`src/rtl/of_stage_skid_latch.sv`:
```
// OF->EX pipeline stage: valid/ready handshake backed by a two-entry skid
// buffer. The main entry drives EX; the skid entry catches the one transfer
// accepted while EX stalls. When main is empty the stage presents a NOP
// bubble, and bubbles taken by EX are counted.
module of_stage_skid_latch #(
   parameter int          INST_W   = 32,
   parameter int          CTRL_W   = 22,
   parameter int          DATA_W   = 224,
   parameter logic [31:0] NOP_INST = 32'h68000000,
   parameter int          CNT_W    = 16
) (
   input  logic              clk,
   input  logic              rst_n,
   input  logic              flush,
   input  logic              in_valid,
   output logic              in_ready,
   input  logic [INST_W-1:0] in_inst,
   input  logic [CTRL_W-1:0] in_ctrl,
   input  logic [DATA_W-1:0] in_data,
   output logic              out_valid,
   input  logic              out_ready,
   output logic [INST_W-1:0] out_inst,
   output logic [CTRL_W-1:0] out_ctrl,
   output logic [DATA_W-1:0] out_data,
   output logic [CNT_W-1:0]  bubble_cnt
);

   typedef struct packed {
      logic [INST_W-1:0] inst;
      logic [CTRL_W-1:0] ctrl;
      logic [DATA_W-1:0] data;
   } entry_t;

   entry_t m_q, s_q, in_e;
   logic   m_v, s_v;
   logic   in_xfer, out_xfer;

   assign in_e     = '{inst: in_inst, ctrl: in_ctrl, data: in_data};
   // in_ready comes straight from the skid-valid flop, so EX stall never
   // propagates combinationally to OF.
   assign in_ready = !s_v;
   assign in_xfer  = in_valid && !s_v;
   assign out_xfer = m_v && out_ready;

   // Main/skid entry update; flush beats everything, payload is kept on flush.
   always_ff @(posedge clk or negedge rst_n) begin
      if (!rst_n) begin
         m_v <= 1'b0;
         s_v <= 1'b0;
         m_q <= '0;
         s_q <= '0;
      end else if (flush) begin
         m_v <= 1'b0;
         s_v <= 1'b0;
      end else if (out_xfer && s_v) begin
         m_q <= s_q;
         s_v <= 1'b0;
      end else if (out_xfer || !m_v) begin
         if (in_xfer) begin
            m_q <= in_e;
            m_v <= 1'b1;
         end else begin
            m_v <= 1'b0;
         end
      end else if (in_xfer) begin
         s_q <= in_e;
         s_v <= 1'b1;
      end
   end

   // Saturating count of bubbles actually taken by EX (flush cycles excluded).
   always_ff @(posedge clk or negedge rst_n) begin
      if (!rst_n)
         bubble_cnt <= '0;
      else if (!m_v && out_ready && !flush && (bubble_cnt != {CNT_W{1'b1}}))
         bubble_cnt <= bubble_cnt + 1'b1;
   end

   // Bubble injection: fixed NOP word and zero control when main is empty.
   always_comb begin
      out_valid = m_v;
      out_inst  = m_v ? m_q.inst : INST_W'(NOP_INST);
      out_ctrl  = m_v ? m_q.ctrl : '0;
      out_data  = m_q.data;
   end

endmodule

```
`config.mk`:
```
export PLATFORM = sky130hd
export DESIGN_NAME = of_stage_skid_latch
export DESIGN_NICKNAME = d
export VERILOG_FILES = /design/src/rtl/of_stage_skid_latch.sv
export SDC_FILE = /design/constraint.sdc
export NUM_CORES = 1
export LEC_CHECK = 0
export BUFFER_PORTS_ARGS = -buffer_cell sky130_fd_sc_hd__buf_2
export CELL_PAD_IN_SITES_DETAIL_PLACEMENT = 0
export CELL_PAD_IN_SITES_GLOBAL_PLACEMENT = 1
export CORE_ASPECT_RATIO = 1.4
export CORE_MARGIN = 2
export CORE_UTILIZATION = 43
export CTS_BUF_LIST = sky130_fd_sc_hd__clkbuf_4
export DETAILED_ROUTE_END_ITERATION = 7
export PLACE_DENSITY_LB_ADDON = 0.1
export SYNTH_ARGS = -nofsm -noshare
export SYNTH_HDL_FRONTEND = slang
export SYNTH_SLANG_ARGS = --single-unit
```
`constraint.sdc`:
```
create_clock -name clk -period 2.05 [get_ports clk]
set_input_delay 0.615 -clock clk [delete_from_list [all_inputs] [get_ports clk]]
set_output_delay 0.615 -clock clk [all_outputs]
set_load 0.02 [all_outputs]
```
==> reports/metrics.cfg, run 1 <==
[floorplan]
fp.dieArea_um2 = 61400
dieHeight_um = 292
floorplan.io_pins = 579
floorplan.initialDensity_pct = 43.5
num_rows = 105
chipWidth_um = 210
core_area_um2 = 58700

[synthesis]
synthesis.area_per_instance_um2 = 10.3
synth_seq_area_share_pct = 56.2
ys_top_cells_by_count = dfrtp_1, nand2_1, nor2_1
syn-instance-count = 2473
yosys_warnings = 0
post_synth_edffs = 0
async_flop_share_pct = 100
synth_cell_types = 30
cell_taking_the_most_area_after_synthesis = dfrtp_1
synth_area_um2 = 25600
syn-num-nets = 2757
ys.flop_type = dfrtp_1
yosys.area.top_type_share_pct = 56.2
yosysMostFrequentCell = dfrtp_1
synth_seq_cells = 574
synth_area_leaders = dfrtp_1, mux2_2, nand2_1

[pwr]
sw_share_pct = 30.6
seqPwrFrac_pct = 43.6
p_int_mw = 25.2
p_comb_share_pct = 28.3
static-leakage-power_nw = 17.4
p_clk_share_pct = 28.1
switching_power_mw = 11.1
p_per_area_nw_per_um2 = 979
vdd_drop_max_v = 0.000592
finalPower_mw = 36.3

[routing]
drt-pass1-iter-count = 5
number_of_remaining_drc_errors = 0
post_drt_wl_per_cell_um = 19.0
detailedRoute.firstIterationViolations = 1087
ant_nets = 0
routed_via_density = 5.03
wirelength_um = 81400
vias = 21500

[cts]
cts_max_level = 4
clock_tree.buffer_depth = 3
clock-root-buffer = clkbuf_4
cts_tree = done
numCtsBuffers = 151
cts.sink_count = 574
worst_setup_hold_path_clk_slew_ps = 60
clock_latency_ps = 1000

[grt]
use_met1_pct = 29.7
grt_pass1_vias = 22100
grt_first_pass_wirelength_um = 121000
grtUsageMet2_pct = 41.4
largest_net_degree_at_the_start_of_global_routing = 96
antenna_violations_before_repair = 11
grt_usage_pct = 25.2
overflow = 0
grt_use_met3_pct = 8.76
grt_busiest_layer = met2

[final_layout]
drive_gt1_share_pct = 40.5
stdcell_count = 4278
synthToLayoutAreaGrowth_pct = 45.0
nets = 3703

[timing]
timing.final.crit_period_ps = 2560
max_freq_mhz = 390
post-route-worst-setup-slack_ps = -513
tightestPinTransition_ps = 828
final.hold.worst_slack_ps = 240
grt_setup_unrepaired = yes
max_slew_margin_pct = 44.6
finalSetupViolCount = 330
finalHoldViolCount = 0
fin_worst_skew_ps = 59.1
timing.final.max_slew_violations = 0
final.setup.tns_ps = -42030
final.period_utilization_pct = 125

[min_path]
hp-class = primary input to asynchronous set/reset pin

[placed_design]
pre_cts_slack_ps = -51.2
inst_count_dp = 3528
gp_routability_congestion = 0.835
detailed_place_hpwl_um = 52100
numPortBuffers = 578

[setup_path]
arrival_ps = 1950
required_ps = 1430
timing.setup.critical_path_class = flop to output port
cp-end-kind = output port
critPathMaxFanout = 40
cp-start-kind = flop

[outcome]
status = finished with violations
violations = negative setup slack

[job]
drv_cap = 0

per-stage QoR:
stage                     util [%]  cell area (µm²)
after floorplan                  -            25600
after global placement        48.6            28500
after detailed placement      48.6            28500
after CTS                     60.6            35600
after global routing          63.1            37100
final                         63.1            37100
area by class of cell:
type / count / area (µm²)
fillers: 4835 / 21700
clock inverters: 32 / 241
well taps: 749 / 937
multi-input cells: 1513 / 8830
clock buffers: 221 / 1660
diodes: 10 / 25.0
flip-flops and latches: 574 / 14400
repair buffers: 1177 / 11000
inverters: 2 / 10.0
sequential cells by signal, summed over array words and instances (netlist names):
register,cells
bubble_cnt,16
s_v,1
out_data,224
out_valid,1
m_q,54
s_q,278
layer usage:
metal | vias up | share of wire, % | routed length [µm]
met5 | - | 0.027 | 22
met4 | 4 | 3.8 | 3100
met3 | 162 | 7.2 | 5900
met2 | 684 | 49 | 40100
met1 | 10600 | 40 | 32300
li1 | 10100 | - | -
final timing paths:
check                            start            end  slack (ps)  cells past startpoint
hold / removal                   rst_n   out_data[98]         240                      3
hold reg to reg               s_q[169]  out_data[169]         500                      2
min in group clk           in_inst[17]       s_q[263]         400                      3
setup reg to reg             out_valid  out_data[164]         -60                      9
max in group asynchronous        rst_n        s_q[71]         570                      3
setup / recovery             out_valid    out_ctrl[2]        -510                      3
cell usage in the layout (no fill, tap or decap), types with 6 or more instances in the layout:
master | synthesis | final
dfrtp_1 | 574 | 566
nand2_1 | 560 | 559
buf_2 | 90 | 293
nor2_1 | 286 | 285
dlygate4sd3_1 | 0 | 283
a31oi_1 | 281 | 281
mux2_2 | 280 | 280
buf_4 | 224 | 259
buf_6 | 0 | 250
clkbuf_4 | 0 | 223
buf_12 | 0 | 57
and2_1 | 51 | 50
clkbuf_16 | 0 | 21
clkinv_1 | 0 | 18
diode_2 | 0 | 10
xor2_1 | 8 | 8
dfrtp_2 | 0 | 8
nand3_1 | 8 | 7
nand4_1 | 7 | 7
buf_8 | 0 | 7
inv_2 | 0 | 6
critical path: stages, from the launching register on:
cell and delay (ps):
dfrtp_2 430, buf_12 220, and2_1 170, buf_4 150
cell families after synthesis:
group	count (synthesis)	synth area share (%)
adders and majority gates	1	0.0489
buffers and inverters	386	9.40
DFF	574	56.2
muxes	280	12.3
and+or+nand+nor	931	14.5
AOI/OAI and AO/OA	289	7.11
xor gates and xnor gates	12	0.411
what timing repair did:
item / in CTS / in global routing
endpoints found under the setup margin: 296 / 523
resized for setup: 536 / 43
pin swaps: 0 / 1
hold buffers: 283 / 0
hold endpoints to repair: 1126 / 0
setup buffers: 92 / 83
cloned: 0 / 29
power groups by stage:
stage          sequential, mW  combinational [mW]  clock (mW)
2_1_floorplan            15.4                5.83           0
3_3_place_gp             15.6                7.05           0
3_5_place_dp             15.8                7.24           0
4_1_cts                  15.7                9.52        10.6
5_1_grt                  16.1                11.0        11.2
6_report                 15.8                10.3        10.2
Power figures use the tool's default switching activity.
==> run 2: changes to the inputs <==
Settings changed: RECOVER_POWER from default to 50.
==> run 2 against run 1 <==
Effect of this change:
- critical endpoint is now out_ctrl[7]
- cell area shrank 0.36%
- the flow finishes with violations (max-capacitance violations, max-slew violations, negative setup slack)
- critical path depth is the same
- maximum frequency is essentially flat
- worst setup slack lost 2.2 ps
- global-route usage is the same
- first-iteration DRC count shrank 7.2%
==> reports/metrics.cfg, run 2 (synthesized netlist as in run 1, its figures left out) <==
[final_layout]
largest_register_ff_count = 278  ; unchanged
most_common_library_cell_in_the_layout_ignoring_fill_and_taps = dfrtp_1
filler_cell_count = 4854  ; +0.39%
synthToLayoutAreaGrowth_pct = 44.5
nets = 3703  ; unchanged
final_core_utilization_pct = 62.9  ; -0.23 points
stdcell_area_um2 = 36900  ; -0.36%
drive_gt1_share_pct = 40.3  ; -0.17 points
layout.cells.most_common_list = dfrtp_1, nand2_1, buf_2, nor2_1, dlygate4sd3_1
top_register = s_q

[pwr]
seqPwrFrac_pct = 43.6  ; about the same
p_comb_share_pct = 28.2  ; about the same
p_per_area_nw_per_um2 = 981  ; +0.26%
static-leakage-power_nw = 17.4  ; -0.35%
vdd_drop_max_v = 0.000592  ; about the same
p_int_mw = 25.2  ; -0.11%
p_clk_share_pct = 28.2  ; about the same
switching_power_mw = 11.1  ; about the same
sw_share_pct = 30.6  ; about the same
finalPower_mw = 36.2  ; -0.10%

[timing]
max_freq_mhz = 390  ; about the same
tightestPinTransition_ps = 1660  ; +832 ps
final.period_utilization_pct = 125  ; about the same
finalHoldViolCount = 0  ; unchanged
finalSetupViolCount = 470  ; +42%
timing.final.crit_period_ps = 2570  ; +2.19 ps
timing.final.max_slew_violations = 19  ; +19
max_slew_margin_pct = -10.7  ; -55 points
post-route-worst-setup-slack_ps = -515  ; -2.19 ps
grt_setup_unrepaired = yes
fin_worst_skew_ps = 49.3  ; -9.82 ps

[cts]
numCtsBuffers = 151  ; unchanged
cts.sink_count = 574  ; unchanged
clock_latency_ps = 990  ; about the same
clock-root-buffer = clkbuf_4
worst_setup_hold_path_clk_slew_ps = 60  ; about the same
cts_max_level = 4  ; unchanged
clock_tree.buffer_depth = 3  ; unchanged
cts_tree = done

[floorplan]
dieHeight_um = 292  ; unchanged
fp.dieArea_um2 = 61400  ; unchanged
chipWidth_um = 210  ; unchanged
num_rows = 105  ; unchanged
floorplan.initialDensity_pct = 43.5  ; unchanged
floorplan.io_pins = 579  ; unchanged
core_area_um2 = 58700  ; unchanged

[setup_path]
required_ps = 1430  ; about the same
cp-end-kind = output port
arrival_ps = 1950  ; about the same
timing.setup.critical_path_class = flop to output port
critPathMaxFanout = 40  ; unchanged
r2r_cells = 9  ; unchanged
cp-start-kind = flop

[min_path]
hold_path_depth = 3
hp-class = primary input to flop

[routing]
wirelength_um = 81400  ; unchanged
routed_via_density = 5.03  ; about the same
vias = 21500  ; +0.070%
drt-pass1-iter-count = 5  ; unchanged
detailedRoute.firstIterationViolations = 1009  ; -7.2%
ant_nets = 0  ; unchanged
number_of_remaining_drc_errors = 0  ; unchanged
post_drt_wl_per_cell_um = 19.0  ; unchanged

[placed_design]
detailed_place_hpwl_um = 52100  ; unchanged
placement.cell_area_um2 = 28500  ; unchanged
gp_routability_congestion = 0.835  ; unchanged
numPortBuffers = 578  ; unchanged

[outcome]
status = finished with violations
violations = max-capacitance violations, max-slew violations, negative setup slack

[grt]
grt_usage_pct = 25.2  ; unchanged
grt_pass1_vias = 22100  ; unchanged
antenna_violations_before_repair = 11  ; unchanged
overflow = 0  ; unchanged
grt_first_pass_wirelength_um = 121000  ; unchanged
largest_net_degree_at_the_start_of_global_routing = 96  ; unchanged

[job]
drv_cap = 1  ; +1

[run 2: path summary, 6_finish.rpt]
check | startpoint | to | slack, ps
max in group asynchronous | rst_n | s_q[202] | -90
min in group asynchronous | rst_n | s_q[249] | 860
hold reg to reg | s_q[169] | out_data[169] | 500
hold / removal | in_data[210] | s_q[210] | 410
setup reg to reg | out_valid | out_data[164] | -60
setup / recovery | out_valid | out_ctrl[7] | -520
[run 2: through the flow]
| stage | TNS [ps] | hold WS, ps | worst slack (ps) | std cells |
|---|---|---|---|---|
| final | -48530 | 409 | -515 | 4278 |
| after global routing | -112860 | 297 | -700 | 4277 |
| after CTS | -88840 | 95.1 | -675 | 4156 |
| after detailed placement | -940 | 478 | -51.2 | 3528 |
| after global placement | -5.73 | 476 | -5.73 | 3528 |
| after floorplan | 0 | 319 | 5.20 | 2473 |
[run 2: power by group through the flow]
| stage | clock, mW | combinational [mW] | sequential (mW) |
|---|---|---|---|
| after floorplan | 0 | 5.83 | 15.4 |
| after global placement | 0 | 7.05 | 15.6 |
| final | 10.2 | 10.2 | 15.8 |
| after CTS | 10.6 | 9.52 | 15.7 |
| after detailed placement | 0 | 7.24 | 15.8 |
| after global routing | 11.2 | 11.0 | 16.1 |
[run 2: routing by layer]
metal | share of wire (%) | GRT usage (%) | up-vias
li1 | - | - | 10100
met3 | 7.2 | 8.76 | 163
met4 | 3.8 | 11.5 | 4
met1 | 40 | 29.7 | 10600
met5 | 0.027 | 0 | -
met2 | 49 | 41.4 | 677
[run 2: repair_timing]
item,CTS,global route
cloned,0,29
buffers inserted,92,83
pin swaps,0,1
hold endpoints to repair,1126,0
setup endpoints to repair,296,523
hold buffers,283,0
gates resized for setup,536,43
[run 2: worst max-delay path, stage by stage, from the launching register on]
cell and delay (ps):
dfrtp_2 430, buf_12 220, and2_1 180, buf_4 150
[run 2: cell type report]
class	instances	area, µm²	share of cell area, %
Antenna cell	10	25.0	0.0678
Tap cell	749	937	2.54
Clock buffer	221	1660	4.49
Clock inverter	32	241	0.654
Timing Repair Buffer	1177	10900	29.4
Sequential cell	574	14400	38.9
Multi-Input combinational cell	1513	8830	23.9
Inverter	2	10.0	0.0271
==> run 3: changes to the inputs <==
Settings changed: SKIP_CTS_REPAIR_TIMING from default to 1.
==> run 3 against run 2 <==
Effect of this change:
- the flow still finishes with violations (max-capacitance violations, max-slew violations, negative setup slack)
- hold slack gained 37 ps
- sequential power about the same
- sequential share of layout area rose by 0.94 points
- power is 1.4% lower
==> reports/metrics.cfg, run 3 (synthesized netlist as in run 1, its figures left out) <==
[floorplan]
dieHeight_um = 292  ; unchanged
fp.dieArea_um2 = 61400  ; unchanged
num_rows = 105  ; unchanged
floorplan.io_pins = 579  ; unchanged
core_area_um2 = 58700  ; unchanged
floorplan.initialDensity_pct = 43.5  ; unchanged
chipWidth_um = 210  ; unchanged

[outcome]
status = finished with violations
violations = max-capacitance violations, max-slew violations, negative setup slack

[final_layout]
most_common_library_cell_in_the_layout_ignoring_fill_and_taps = dfrtp_1
final_core_utilization_pct = 61.4  ; -1.5 points
largest_register_ff_count = 278  ; unchanged
top_register = s_q
nets = 3638  ; -1.8%
filler_cell_count = 4973  ; +2.5%
stdcell_area_um2 = 36100  ; -2.3%
multi_input_comb_area_um2 = 8830  ; unchanged
layout.cells.most_common_list = dfrtp_1, nand2_1, buf_2, nor2_1, dlygate4sd3_1
synthToLayoutAreaGrowth_pct = 41.1
drive_gt1_share_pct = 39.3  ; -0.98 points
seqCellArea_um2 = 14400  ; about the same

[cts]
worst_setup_hold_path_clk_slew_ps = 60  ; about the same
cts_max_level = 4  ; unchanged
cts_tree = done
clock-root-buffer = clkbuf_4
cts.sink_count = 574  ; unchanged
numCtsBuffers = 151  ; unchanged
clock_latency_ps = 950  ; -40 ps
clock_tree.buffer_depth = 3  ; unchanged

[pwr]
p_per_area_nw_per_um2 = 990  ; +0.89%
vdd_drop_max_v = 0.000711  ; +20%
static-leakage-power_nw = 16.9  ; -2.6%

[setup_path]
critPathMaxFanout = 40  ; unchanged
arrival_ps = 1930  ; -20 ps
cp-start-kind = flop
required_ps = 1430  ; about the same
worst_path_dominant_cell_family = flip-flops
crit_chain = buf_12 -> and2_1 -> clkbuf_4
crit_path_top_delay_cell = dfrtp_2
critical_path.n_buffers_inverters = 2  ; unchanged
cp-end-kind = output port
timing.setup.critical_path_class = flop to output port
critPathMaxStageDelay_ps = 420  ; about the same

[timing]
fin_worst_skew_ps = 47.1  ; -2.19 ps
grt_setup_unrepaired = yes
max_slew_margin_pct = -11.9  ; -1.2 points
finalSetupViolCount = 493  ; +4.9%
finalHoldViolCount = 0  ; unchanged
timing.final.max_slew_violations = 19  ; unchanged
max_freq_mhz = 394  ; +0.96%
timing.final.crit_period_ps = 2540  ; -24.5 ps
tightestPinTransition_ps = 1680  ; +17.7 ps
post-route-worst-setup-slack_ps = -491  ; +24.5 ps
final.period_utilization_pct = 124  ; -1.2 points

[routing]
drt-pass1-iter-count = 6  ; +1
ant_nets = 0  ; unchanged
vias = 21200  ; -1.7%
post_drt_wl_per_cell_um = 18.6  ; -2.1%
wirelength_um = 78500  ; -3.6%
routed_via_density = 5.02  ; -0.21%
number_of_remaining_drc_errors = 0  ; unchanged
detailedRoute.firstIterationViolations = 1110  ; +10%

[placed_design]
placement.cell_area_um2 = 28500  ; unchanged
numPortBuffers = 578  ; unchanged
gp_routability_congestion = 0.835  ; unchanged
detailed_place_hpwl_um = 52100  ; unchanged

[grt]
overflow = 0  ; unchanged
largest_net_degree_at_the_start_of_global_routing = 96  ; unchanged
grt_pass1_vias = 20000  ; -9.3%
antenna_violations_before_repair = 12  ; +1
grt_first_pass_wirelength_um = 114000  ; -5.6%
grt_usage_pct = 24.0  ; -1.2 points

[job]
drv_cap = 1  ; unchanged

[min_path]
hp-class = primary input to flop

==> run 3: changes by cell type in the layout (fill, tap and decap cells not counted), sizes merged <==
cell    before  now
clkbuf     259  250
buf        856  800
diode       10   12
==> run 3: power by group <==
group,switching (mW),internal (mW)
clock network,4.75,5.41
logic,4.42,5.31
registers,1.72,14.1
==> run 3: layout make-up <==
cell class                 instances  share of cell area [%]
clock inverter                    32                   0.669
sequential                       574                    39.9
inverter                           2                  0.0277
clock buffer                     221                    4.60
tap                              749                    2.60
multi-input combinational       1513                    24.5
antenna                           12                  0.0832
timing repair buffer            1112                    27.7
==> run 3: path summary, 6_finish.rpt <==
check                                  start            end  depth (start not counted)  slack [ps]
max in group asynchronous              rst_n        s_q[49]                          4        -120
worst max-delay path               out_valid   out_ctrl[15]                          3        -490
worst min register to register      s_q[169]  out_data[169]                          2         500
min in group asynchronous              rst_n       s_q[249]                          3         870
worst max register to register           s_v  out_data[120]                          9         -20
worst min-delay path            in_data[210]       s_q[210]                          3         450
==> run 3: stage by stage <==
step | power (mW) | setup slack [ps] | std cells | hold slack (ps) | setup TNS (ps)
after floorplan | 21.2 | 5.20 | 2473 | 319 | 0
after global placement | 22.7 | -5.73 | 3528 | 476 | -5.73
after detailed placement | 23.0 | -51.2 | 3528 | 478 | -940
after CTS | 33.4 | -846 | 3781 | -680 | -97350
after global routing | 37.7 | -681 | 4215 | 305 | -101130
final | 35.7 | -491 | 4215 | 445 | -41290
==> run 3: worst register-to-register path: stages, from the launching register on <==
cell       delay (ps)
dfrtp_2           460
buf_6             140
or2_4             250
a211oi_4          280
buf_6             180
buf_12            170
buf_12            140
clkbuf_16         190
nor2_1             60
a31oi_1           130
==> run 3: routing by layer <==
metal	share of wire, %	vias up	global-route usage [%]
met5	0.031	-	0
met4	3.2	4	11.8
met3	7.4	148	9.85
met2	49	674	38.0
met1	40	10400	28.2
li1	-	9951	-
